**src/rtl/tile_spawner.sv**
```systemverilog
// tile_spawner: places one new tile on a 4x4 board of CELL_W-bit tile exponents.
// On a request it latches the board, a random start cell and the 2-vs-4 choice.
// It then probes one cell per clock, wrapping from 15 to 0, until it finds an empty cell.
// If all 16 cells are occupied it reports a full board and places nothing.
// Optional build macro TILE_SPAWN_DUAL_START_EN: the first request after reset
// places two tiles, which is the standard opening position.
module tile_spawner #(
    parameter int CELL_W  = 4,
    parameter int N_CELLS = 16
) (
    input  logic                      clk,
    input  logic                      rst,
    input  logic                      spawn_req_i,
    input  logic [N_CELLS*CELL_W-1:0] board_in_i,
    input  logic [3:0]                rand_i,
    input  logic                      two_or_four_i,
    output logic [N_CELLS*CELL_W-1:0] board_out_o,
    output logic                      spawn_done_o,
    output logic                      spawn_ok_o,
    output logic [3:0]                spawn_idx_o,
    output logic                      busy_o
);

    localparam int BOARD_W = N_CELLS * CELL_W;

    typedef enum logic [1:0] {
        S_IDLE,
        S_SEARCH,
        S_DONE
`ifdef TILE_SPAWN_DUAL_START_EN
        , S_RESTART
`endif
    } state_e;

    state_e               state_q, state_d;
    logic [BOARD_W-1:0]   board_q, board_d;
    logic [BOARD_W-1:0]   board_out_q, board_out_d;
    logic [3:0]           idx_q, idx_d;
    logic [3:0]           probes_q, probes_d;
    logic [3:0]           spawn_idx_q, spawn_idx_d;
    logic [CELL_W-1:0]    val_q, val_d;
    logic                 spawn_ok_q, spawn_ok_d;
    logic [CELL_W-1:0]    cur_cell;
    logic                 finish;
    logic                 placed;
`ifdef TILE_SPAWN_DUAL_START_EN
    logic                 first_q, first_d;
    logic                 second_q, second_d;
`endif

    assign cur_cell = board_q[idx_q*CELL_W +: CELL_W];

    // Next-state logic: accept in IDLE, probe one cell per clock in SEARCH, report in DONE.
    always_comb begin
        // NOTE: every variable gets a default first, so no path through the case infers a latch.
        state_d     = state_q;
        board_d     = board_q;
        board_out_d = board_out_q;
        idx_d       = idx_q;
        probes_d    = probes_q;
        spawn_idx_d = spawn_idx_q;
        val_d       = val_q;
        spawn_ok_d  = spawn_ok_q;
        finish      = 1'b0;
        placed      = 1'b0;
`ifdef TILE_SPAWN_DUAL_START_EN
        first_d     = first_q;
        second_d    = second_q;
`endif
        unique case (state_q)
            S_IDLE: begin
                if (spawn_req_i) begin
                    board_d  = board_in_i;
                    idx_d    = rand_i;
                    probes_d = '0;
                    val_d    = two_or_four_i ? CELL_W'(1) : CELL_W'(2);
                    state_d  = S_SEARCH;
                end
            end
            S_SEARCH: begin
                if (cur_cell == '0) begin
                    board_d[idx_q*CELL_W +: CELL_W] = val_q;
`ifdef TILE_SPAWN_DUAL_START_EN
                    if (first_q && !second_q) begin
                        state_d = S_RESTART;
                    end else begin
                        finish = 1'b1;
                        placed = 1'b1;
                    end
`else
                    finish = 1'b1;
                    placed = 1'b1;
`endif
                end else if (probes_q == 4'd15) begin
                    finish = 1'b1;
                end else begin
                    idx_d    = idx_q + 4'd1;
                    probes_d = probes_q + 4'd1;
                end
            end
            S_DONE: begin
                state_d = S_IDLE;
            end
`ifdef TILE_SPAWN_DUAL_START_EN
            S_RESTART: begin
                // Second placement of the opening: fresh start cell and value on the updated board.
                idx_d    = rand_i;
                probes_d = '0;
                val_d    = two_or_four_i ? CELL_W'(1) : CELL_W'(2);
                second_d = 1'b1;
                state_d  = S_SEARCH;
            end
`endif
            default: begin
                state_d = S_IDLE;
            end
        endcase

        if (finish) begin
            state_d     = S_DONE;
            spawn_ok_d  = placed;
            board_out_d = board_d;
            if (placed) begin
                spawn_idx_d = idx_q;
            end
`ifdef TILE_SPAWN_DUAL_START_EN
            first_d  = 1'b0;
            second_d = 1'b0;
`endif
        end
    end

    // State and datapath registers; reset clears everything, so no partial board survives.
    always_ff @(posedge clk or negedge rst) begin
        if (!rst) begin
            state_q     <= S_IDLE;
            // NOTE: the latched board is a plain register, not a RAM, so resetting it is cheap and keeps outputs deterministic.
            board_q     <= '0;
            board_out_q <= '0;
            idx_q       <= '0;
            probes_q    <= '0;
            spawn_idx_q <= '0;
            val_q       <= '0;
            spawn_ok_q  <= 1'b0;
`ifdef TILE_SPAWN_DUAL_START_EN
            first_q     <= 1'b1;
            second_q    <= 1'b0;
`endif
        end else begin
            // NOTE: non-blocking assignments, so every register samples the pre-edge values.
            state_q     <= state_d;
            board_q     <= board_d;
            board_out_q <= board_out_d;
            idx_q       <= idx_d;
            probes_q    <= probes_d;
            spawn_idx_q <= spawn_idx_d;
            val_q       <= val_d;
            spawn_ok_q  <= spawn_ok_d;
`ifdef TILE_SPAWN_DUAL_START_EN
            first_q     <= first_d;
            second_q    <= second_d;
`endif
        end
    end

    assign board_out_o  = board_out_q;
    assign spawn_ok_o   = spawn_ok_q;
    assign spawn_idx_o  = spawn_idx_q;
    assign spawn_done_o = (state_q == S_DONE);
    assign busy_o       = (state_q != S_IDLE);

endmodule

```
**config.mk**
```make
export PLATFORM = sky130hd
export DESIGN_NAME = tile_spawner
export DESIGN_NICKNAME = d
export VERILOG_FILES = /design/src/rtl/tile_spawner.sv
export SDC_FILE = /design/constraint.sdc
export NUM_CORES = 1
export LEC_CHECK = 0
export CAP_MARGIN = 20
export CORE_ASPECT_RATIO = 0.7
export CORE_MARGIN = 10
export CORE_UTILIZATION = 35
export CTS_CLUSTER_DIAMETER = 40
export CTS_CLUSTER_SIZE = 12
export DETAILED_ROUTE_END_ITERATION = 10
export SYNTH_ARGS = -nofsm -noshare
export SYNTH_HDL_FRONTEND = slang
export SYNTH_SLANG_ARGS = --single-unit
```
**constraint.sdc**
```tcl
create_clock -name clk -period 4.4 [get_ports clk]
set_input_delay 1.32 -clock clk [delete_from_list [all_inputs] [get_ports clk]]
set_output_delay 1.32 -clock clk [all_outputs]
set_load 0.03 [all_outputs]
```
# Word level (Yosys, flattened, before mapping)
# Index checks and enable logic that the tools add are counted.
[classes]
addsub = 3
n_mul = 0
div_mod_pow = 0
order_cmp = 0
eq_ne = 8
shift = 3
n_mux = 21
bitwise = 0
n_reduce_logical = 8
[ops]
columns = ["cell", "count"]
rows = [
  ["$mux 64", 2],
  ["$pmux 64 s2", 1],
  ["$bwmux 64", 1],
  ["$shift 4x34->64 const A", 1],
  ["$shiftx 4x34->64", 1],
  ["$shiftx 64x7->4", 1],
  ["$neg 6->34", 1],
  ["$mux 4", 6],
  ["$pmux 4 s2", 2],
  ["$add 4x1->4 const B", 2],
  ["$ne 2x2->1 const B", 4],
  ["$mux 2", 3],
  ["$reduce_and 2->1", 3],
  ["$mux 1", 5],
  ["$eq 4x4->1 const B", 1],
  ["$logic_not 4->1", 1],
  ["$pmux 2 s2", 1],
  ["$reduce_and 4->1", 1],
  ["$reduce_bool 2->1", 2],
  ["$ne 3x3->1 const B", 1],
  ["$eq 2x1->1 const B", 1],
  ["$eq 2x2->1 const B", 1],
  ["$logic_not 2->1", 1],
]
[word_totals]
regBits = 147
latch_bits = 0
mem_bits_rw = 0
mem_bits_ro = 0
in_bits = 72
output_inout_bits = 71
wordCells = 51
mem_count = 0

# Logic depth before layout (Yosys ltp)
# Gate-level depths: netlist of run 1.
[logic_depth]
depth_word = 6
depth_mapped = 11
depth_no_buf = 9

# Worst setup path after synthesis of run 1
# OpenSTA, ideal clock, no wires.
[synth_timing]
path_kind = "input port to flip-flop"
from = "in spawn_req_i"
to = "reg idx_q[3]"
setup_time_ns = 0.126
arrival_ns = 2.852
required_time_ns = 4.274
setup_slack_ns = 1.422
path_stages = 7
n_path_buf = 1
cell_sequence = "clkbuf_1 -> o21bai_1 -> nor2_1 -> a31oi_1 -> clkinv_1 -> a21oi_1 -> a21oi_1"
[synth_via]
elab_chain_len = 2
[synth_rtl]
columns = ["element", "line", "rtl"]
rows = [
  ["start, declared", "13", "input logic spawn_req_i,"],
  ["$ne 2x2->1 (no line)", "--", ""],
  ["$reduce_and 4->1 (no line)", "--", ""],
  ["end signal, assigned", "154", "idx_q <= idx_d;"],
  ["end, declared", "38", "logic [3:0] idx_q, idx_d;"],
]
# Every way passes these cells.
# A chain may end at the register's enable or synchronous reset.

# Worst setup path in the final report of run 1
[layout_timing]
from = "reg state_q[0]"
to = "out busy_o"
[layout_via]
elab_chain_len = 1
[layout_rtl]
columns = ["element", "line", "rtl"]
rows = [
  ["start, declared", "35", "state_e state_q, state_d;"],
  ["start signal, assigned", "151", "state_q <= state_d;"],
  ["$reduce_bool 2->1", "170", "assign busy_o = (state_q != S_IDLE);"],
  ["end, declared", "21", "output logic busy_o"],
]
# Every way passes these cells.

==> out/metrics.cfg, run 1 <==
[run_status]
status = finished, final reports clean

[sta]
slew_violations = 0
finalHoldViolCount = 0
fin_worst_skew_ns = 0.00934
setup_viol = 0
timing.setup.tns_ns = 0
rsz0062_at_grt = no
relSlewSlack = 0.391
period_share = 0.787
fmax_mhz = 289
worstMarginPinSlew_ns = 0.914
period_needed_ns = 3.46

[cells_and_area]
fillers = 1873
regArea_sq_mm = 0.00363
final_area_sq_mm = 0.00940
drive_above_1_share = 0.0904
nNetsFinal = 950
multi_input_area_sq_mm = 0.00319
area_growth_pct = 32.5

[power_and_ir_drop]
power.leakage_nw = 4.00
ir_drop_mv = 0.376
power_density_mw_per_mm2 = 838

[die]
core_sq_mm = 0.0199
ioPinCount = 143
dieWidth_microns = 190
rows = 43
die_height_microns = 139
start_util = 0.357
die_area_sq_mm = 0.0265

[drt]
wl_per_cell_microns = 21.2
drtIter0Drc = 604
postRouteAntennaNets = 0
drt_wl_total_mm = 24.5
via_per_inst = 5.56
drc = 0
dr_total_vias = 6422
drt_first_pass_iters = 5

[yosys]
yosysTopAreaCell = dfrtp_1
synth_nets = 821
syn_avg_cell_area_sq_um = 9.55
syn-instance-count = 743
synth_edf_count = 0
synth_top_flop_cell = dfrtp_1
synth-seq-cells = 145
ys_top_cells_by_area = dfrtp_1 (51%), nand2_1 (5.7%), o21ai_0 (4.8%)
mappedNetlistArea_sq_mm = 0.00709
async_flop_share = 1.00
synth_cell_types = 55
yosysMostFrequentCell = dfrtp_1
yosysWarnings = 0
yosysSeqAreaShare = 0.511
synth_common_cells = dfrtp_1 (145), nand2_1 (107), o21ai_0 (68), nor2_1 (47), clkbuf_1 (41)
netlist.area_leader.share = 0.511

[worst_setup_path]
timing.rr.end = board_q[56]
worst-r2r-setup-slack_ns = 1.18
path_buf_inv = 3
worst-endpoint-arrival_ns = 2.14
required_ns = 3.08
r2r_cells = 9
crit_family = buffers and inverters
critPathMaxFanout = 20
crit_type = reg2out
crit_slowest_cell = clkdlybuf4s50_1
crit_path_end = busy_o
path_cells = buf_4 > nor2_1 > inv_1 > clkdlybuf4s50_1
cp-end-kind = output pin
timing.rr.start = idx_q[0]
critical_path.max_stage_delay_ns = 0.61
path_depth = 4
crit_start = state_q[0]
crit_path_start_kind = flip-flop

[clock_network]
cts_setup_buffers = 0
clockRootBuffer = clkbuf_16
htreeDepth = 4
post_cts_resized = 0
tritoncts = done
cts_hold_buf = 0
clkLatencyLatePin_ns = 0.43
cts.clk_slew.worst_paths_ns = 0.06
cts_sinks = 145
clk_path_buf_depth = 2
cts-buffers-inserted = 17

[place]
place.gp.congestion = 0.877
placed_cell_area_sq_mm = 0.00880
place_hpwl_mm = 17.9
numPortBuffers = 142

[global_route]
gr-total-overflow = 0
grt_max_degree = 79
grt_pass1_vias = 6258
grtUsageTotal = 0.183
grt_pass1_wl_mm = 37.8
antenna_found_initial = 1

[job]
drv_cap = 0

[worst_hold_path]
min_path_type = reg2reg

-- stage by stage --
stage	power [W]	hold slack, ns	setup WS, ns	utilization	std cells
after global routing	0.00836	0.496	0.884	0.473	1156
after detailed placement	0.00637	0.463	0.963	0.443	1123
after global placement	0.00635	0.457	1.02	0.443	1123
final	0.00787	0.471	0.939	0.473	1156
after floorplan	0.00484	0.457	1.42	-	743
after CTS	0.00787	0.477	0.951	0.473	1155
-- area by class of cell --
type	instances	share of cell area
Tap cell	270	0.0359
Clock inverter	8	0.0109
Multi-Input combinational cell	527	0.340
Clock buffer	24	0.0523
Antenna cell	1	0.000266
Sequential cell	145	0.386
Inverter	22	0.00878
Timing Repair Buffer	159	0.166
-- cell families after synthesis --
| logic type | after synthesis | share of synthesized area |
|---|---|---|
| flops | 145 | 0.511 |
| compound gates | 241 | 0.228 |
| buf+inv | 71 | 0.0406 |
| fa+ha+maj | 6 | 0.0106 |
| mux | 25 | 0.0367 |
| xor+xnor | 2 | 0.00247 |
| simple gates | 253 | 0.170 |
-- layer usage --
metal  global-route usage  vias to the layer above  part of all wire
met1                0.261                     3140              0.48
met5               0.0154                        -                 0
met3               0.0701                       31             0.099
met4               0.0426                        0             0.013
met2                0.249                      269              0.41
li1                     -                     2982                 -
-- registers in the layout (all words and copies together) (netlist names) --
signal	cells
board_q	64
val_q	2
state_q	2
board_out_o	64
idx_q	4
probes_q	4
spawn_idx_o	4
spawn_ok_o	1
-- worst min-delay path by stage --
| stage | from | end | slack (ns) | cells after the start |
|---|---|---|---|---|
| after global routing | board_out_o[19] | board_out_o[19] | 0.50 | 2 |
| after detailed placement | board_out_o[19] | board_out_o[19] | 0.46 | 2 |
| after floorplan | board_q[3] | board_q[3] | 0.46 | 2 |
| after CTS | board_out_o[19] | board_out_o[19] | 0.48 | 2 |
| final | board_out_o[6] | board_out_o[6] | 0.47 | 2 |
| after global placement | board_out_o[34] | board_out_o[34] | 0.46 | 2 |
-- power breakdown --
| part | internal, W | total, W | switching (W) |
|---|---|---|---|
| combinational | 0.00150 | 0.00392 | 0.00242 |
| clock | 0.000895 | 0.00147 | 0.000571 |
| sequential | 0.00195 | 0.00249 | 0.000538 |
-- worst register-to-register path: stages (launching register included) --
cell     delay (ns)
dfrtp_1        0.57
inv_1          0.20
ha_1           0.29
or3b_1         0.40
o31ai_1        0.20
o21ai_1        0.19
or3_1          0.48
or3_1          0.40
a21oi_1        0.23
o221a_2        0.21
-- placed cells by master, fill, tap and decap left out, types with 4 or more instances in the layout --
cell type	n
and3_1	12
nand3_1	21
a31oi_1	8
o22a_1	5
nand2b_1	9
o21bai_1	4
dfrtp_1	145
or4_1	19
ha_1	6
nor2_1	46
mux2i_1	17
o2bb2ai_1	10
buf_4	16
clkdlybuf4s50_1	141
a22oi_1	10
o22ai_1	23
o21ai_0	68
nand2_1	107
o21a_1	4
and2_1	4
a21o_1	10
a22o_1	23
inv_1	20
clkbuf_8	4
or3_1	6
a21oi_2	4
clkbuf_16	17
nor3_1	9
o221a_2	12
mux2_2	8
a21oi_1	36
No activity file was read; power rests on OpenSTA's default activity.
==> inputs of run 2 (changes only) <==
==> constraint.sdc (replaced) <==
create_clock -name clk -period 3.55 [get_ports clk]
set_input_delay 1.065 -clock clk [delete_from_list [all_inputs] [get_ports clk]]
set_output_delay 1.065 -clock clk [all_outputs]
set_load 0.03 [all_outputs]
==> out/metrics.cfg, run 2 (synthesis results as in run 1) <==
[place]
place_inst = 1130
numPortBuffers = 142
place.gp.congestion = 0.954
place_hpwl_mm = 18.1
pre_cts_ws_ns = 0.411

[run_status]
status = finished, final reports clean

[die]
rows = 43
core_sq_mm = 0.0199
die_height_microns = 139
ioPinCount = 143
die_area_sq_mm = 0.0265
dieWidth_microns = 190
start_util = 0.357

[power_and_ir_drop]
power_frac_seq = 0.311
power_density_mw_per_mm2 = 1040
ir_drop_mv = 0.465
pwr-share-clk = 0.188
p_sw_frac = 0.445
power.leakage_nw = 4.04
power_switching_w = 0.00439
p_total_w = 0.00987
power.share.combinational = 0.501
internal-power_w = 0.00548

[clock_network]
clkLatencyLatePin_ns = 0.42
clk_path_buf_depth = 2
cts.clk_slew.worst_paths_ns = 0.06
clockRootBuffer = clkbuf_16
tritoncts = done
post_cts_resized = 0
cts-buffers-inserted = 17
cts_hold_buf = 0
htreeDepth = 4
cts_sinks = 145
cts_setup_buffers = 0

[worst_setup_path]
worst-endpoint-arrival_ns = 3.58
crit_top_cell = or3_1
required_ns = 3.91
crit_slowest_cell = dfrtp_1
cp-end-kind = flip-flop
path_buf_inv = 1
worst-r2r-setup-slack_ns = 0.34
critical_path.max_stage_delay_ns = 0.55
timing.rr.start = idx_q[0]
crit_path_start_kind = flip-flop
crit_family = simple AND/OR/NAND/NOR gates
crit_type = reg2reg
critPathMaxFanout = 17
path_cells = inv_1 > ha_1 > or3b_1 > o31ai_1 > o21ai_1 > or3_1 > or3_1 > a21oi_1 > o221a_2
timing.rr.end = board_q[57]
r2r_cells = 9

[global_route]
grt_pass1_wl_mm = 38.2
grt_max_degree = 73
grt_pass1_vias = 6269
gr-total-overflow = 0
grtUsageTotal = 0.185
antenna_found_initial = 0

[worst_hold_path]
hp-start = board_out_o[10]
min_path_type = reg2reg
whs_endpoint = board_out_o[10]
hold_depth = 2

[sta]
worstMarginPinSlew_ns = 0.733
setup_ws_ns = 0.340
finalHoldViolCount = 0
setup_viol = 0
period_share = 0.904
rsz0062_at_grt = no
period_needed_ns = 3.21
fin_worst_skew_ns = 0.00686
timing.setup.tns_ns = 0
slew_violations = 0
relSlewSlack = 0.506
fmax_mhz = 311

[cells_and_area]
nNetsFinal = 957
final_common_cell = dfrtp_1
area_growth_pct = 33.4
final_cell_mix = dfrtp_1 (145), clkdlybuf4s50_1 (140), nand2_1 (107)
drive_above_1_share = 0.0976
antenna_cells = 0
instances_no_fill = 1161

[drt]
wl_per_cell_microns = 21.1
drt_first_pass_iters = 5
dr_total_vias = 6375
drt_wl_total_mm = 24.5
drc = 0
via_per_inst = 5.49
drtIter0Drc = 621
postRouteAntennaNets = 0

[job]
drv_cap = 0

## run 2: power by group through the flow
stage | sequential (W) | clock, W | combinational [W]
global route | 0.00319 | 0.00193 | 0.00539
finish | 0.00307 | 0.00185 | 0.00495
floorplan | 0.00350 | 0 | 0.00250
CTS | 0.00307 | 0.00186 | 0.00493
global placement | 0.00308 | 0 | 0.00489
detailed placement | 0.00309 | 0 | 0.00490
## run 2: worst reg2reg max path, stage by stage (launching register included)
cell and delay, ns:
dfrtp_1 0.55, inv_1 0.21, ha_1 0.30, or3b_1 0.40, o31ai_1 0.20, o21ai_1 0.20, or3_1 0.48, or3_1 0.38
a21oi_1 0.22, o221a_2 0.21
## run 2: routing by layer
| layer | up-vias | wire length, microns | global-route usage |
|---|---|---|---|
| li1 | 2996 | - | - |
| met2 | 281 | 9670 | 0.248 |
| met3 | 31 | 2040 | 0.0505 |
| met4 | 0 | 307 | 0.0388 |
| met5 | - | 0 | 0 |
| met1 | 3067 | 12500 | 0.284 |
## run 2: stage by stage
stage / hold slack, ns / area (sq um) / utilization
floorplan: 0.457 / 7090 / -
global placement: 0.452 / 8870 / 0.447
detailed placement: 0.459 / 8870 / 0.447
CTS: 0.472 / 9460 / 0.477
global route: 0.492 / 9460 / 0.477
finish: 0.468 / 9460 / 0.477
## run 2: final cells by class
| class | count | area [sq um] |
|---|---|---|
| tap | 270 | 338 |
| clock buffer | 22 | 464 |
| inverter | 22 | 82.6 |
| sequential | 145 | 3630 |
| clock inverter | 9 | 133 |
| timing repair buffer | 166 | 1630 |
| multi-input combinational | 527 | 3190 |
| fill | 1859 | 10400 |
## run 2: worst max-delay path by stage
| stage | from | end | slack [ns] | depth (start not counted) |
|---|---|---|---|---|
| after CTS | idx_q[0] | board_q[57] | 0.40 | 9 |
| after global routing | idx_q[0] | board_q[58] | 0.07 | 9 |
| after detailed placement | idx_q[0] | board_q[57] | 0.41 | 9 |
| after floorplan | idx_q[0] | board_q[56] | 0.64 | 11 |
| final | idx_q[0] | board_q[57] | 0.34 | 9 |
| after global placement | idx_q[0] | board_q[57] | 0.51 | 9 |
==> inputs of run 3 (changes only) <==
--- a/config.mk
+++ b/config.mk
@@ -12,6 +12,7 @@
 export CTS_CLUSTER_DIAMETER = 40
 export CTS_CLUSTER_SIZE = 12
 export DETAILED_ROUTE_END_ITERATION = 10
+export GPL_TIMING_DRIVEN = 0
 export SYNTH_ARGS = -nofsm -noshare
 export SYNTH_HDL_FRONTEND = slang
 export SYNTH_SLANG_ARGS = --single-unit
==> out/metrics.cfg, run 3 (synthesis results as in run 1) <==
[worst_setup_path]
cp-end-kind = output pin
crit_path_start_kind = flip-flop
required_ns = 2.48
worst-endpoint-arrival_ns = 2.31
worst-r2r-setup-slack_ns = 0.20
critPathMaxFanout = 10
crit_type = reg2out

[sta]
fmax_mhz = 296
worstMarginPinSlew_ns = 0.796
rsz0062_at_grt = no
timing.setup.tns_ns = 0
period_share = 0.951
setup_ws_ns = 0.175
relSlewSlack = 0.464
hold_ws_ns = 0.473
fin_worst_skew_ns = 0.0136
setup_viol = 0
period_needed_ns = 3.37
slew_violations = 0
finalHoldViolCount = 0

[power_and_ir_drop]
power.leakage_nw = 4.01
power_frac_seq = 0.306
power_density_mw_per_mm2 = 1050
ir_drop_mv = 0.455
internal-power_w = 0.00523
p_sw_frac = 0.471
power.share.combinational = 0.527
pwr-share-clk = 0.167
power_switching_w = 0.00466

[die]
start_util = 0.357
rows = 43
die_height_microns = 139
dieWidth_microns = 190
ioPinCount = 143
core_sq_mm = 0.0199
die_area_sq_mm = 0.0265

[cells_and_area]
multi_input_area_sq_mm = 0.00320
drive_above_1_share = 0.0938
fillers = 1886
final_common_cell = dfrtp_1
regArea_sq_mm = 0.00363
area_growth_pct = 33.1
final_cell_mix = dfrtp_1 (145), clkdlybuf4s50_1 (139), nand2_1 (107)
antenna_cells = 0
nNetsFinal = 982

[global_route]
antenna_found_initial = 0
grt_pass1_vias = 6624
gr-total-overflow = 0
grtUsageTotal = 0.205
grt_max_degree = 84
grt_pass1_wl_mm = 41.6

[place]
place_hpwl_mm = 20.4
numPortBuffers = 141
pre_cts_ws_ns = -0.296
place.gp.congestion = 0.938

[clock_network]
clkLatencyLatePin_ns = 0.44
clk_path_buf_depth = 2
tritoncts = done
htreeDepth = 4
clockRootBuffer = clkbuf_16
cts-buffers-inserted = 17
cts.clk_slew.worst_paths_ns = 0.06
cts_sinks = 145

[drt]
drt_wl_total_mm = 27.2
dr_total_vias = 6621
wl_per_cell_microns = 23.0
drtIter0Drc = 798
drt_first_pass_iters = 5
drc = 0
via_per_inst = 5.58
postRouteAntennaNets = 0

[job]
drv_cap = 0

[run_status]
status = finished, final reports clean

[worst_hold_path]
min_path_type = reg2reg

[run 3: worst max-delay path: stages (launching register included)]
cell	delay [ns]
dfrtp_1	0.67
clkbuf_2	0.38
clkbuf_2	0.34
nor2b_1	0.09
dlygate4sd2_1	0.38
[run 3: routing by layer]
layer / global-route usage / vias up / share of wire
li1: - / 3044 / -
met1: 0.308 / 3252 / 0.49
met2: 0.273 / 305 / 0.40
met3: 0.0693 / 20 / 0.10
met4: 0.0434 / 0 / 0.010
met5: 0 / - / 0
[run 3: stage by stage]
stage          area, sq um  power (W)  cells   util
2_1_floorplan         7090    0.00599    743      -
3_3_place_gp          8840    0.00806   1154  0.445
3_5_place_dp          8880    0.00813   1156  0.447
4_1_cts               9420    0.00982   1187  0.475
5_1_grt               9450     0.0105   1187  0.476
6_report              9450    0.00988   1187  0.476
[run 3: path summary, 6_finish.rpt]
path / start / endpoint / depth (start not counted)
max in group asynchronous: rst / board_out_o[20] / 2
worst min register to register: board_out_o[6] / board_out_o[6] / 2
worst max register to register: board_q[60] / board_out_o[33] / 11
worst min-delay path: board_out_o[6] / board_out_o[6] / 2
min in group asynchronous: rst / board_out_o[58] / 1
worst max-delay path: state_q[0] / spawn_done_o / 4
[run 3: power groups by stage]
stage	Combinational, W	Clock, W	Sequential (W)
5_1_grt	0.00562	0.00173	0.00312
2_1_floorplan	0.00250	0	0.00350
4_1_cts	0.00514	0.00166	0.00301
3_5_place_dp	0.00512	0	0.00301
6_report	0.00521	0.00165	0.00303
3_3_place_gp	0.00506	0	0.00300
[run 3: cell type report]
type	count	share of cell area
Buffer	47	0.0219
Clock buffer	19	0.0469
Clock inverter	13	0.00941
Inverter	22	0.00874
Multi-Input combinational cell	527	0.339
Sequential cell	145	0.384
Tap cell	270	0.0358
Timing Repair Buffer	144	0.154
[run 3: repair_timing]
action / 4_1_cts / 5_1_grt
hold buffers: 0 / 0
setup endpoints to repair: 7 / 39
hold endpoints to repair: 0 / 0
pin swaps: 0 / 0
resized for setup: 6 / 13
setup buffers: 0 / 0
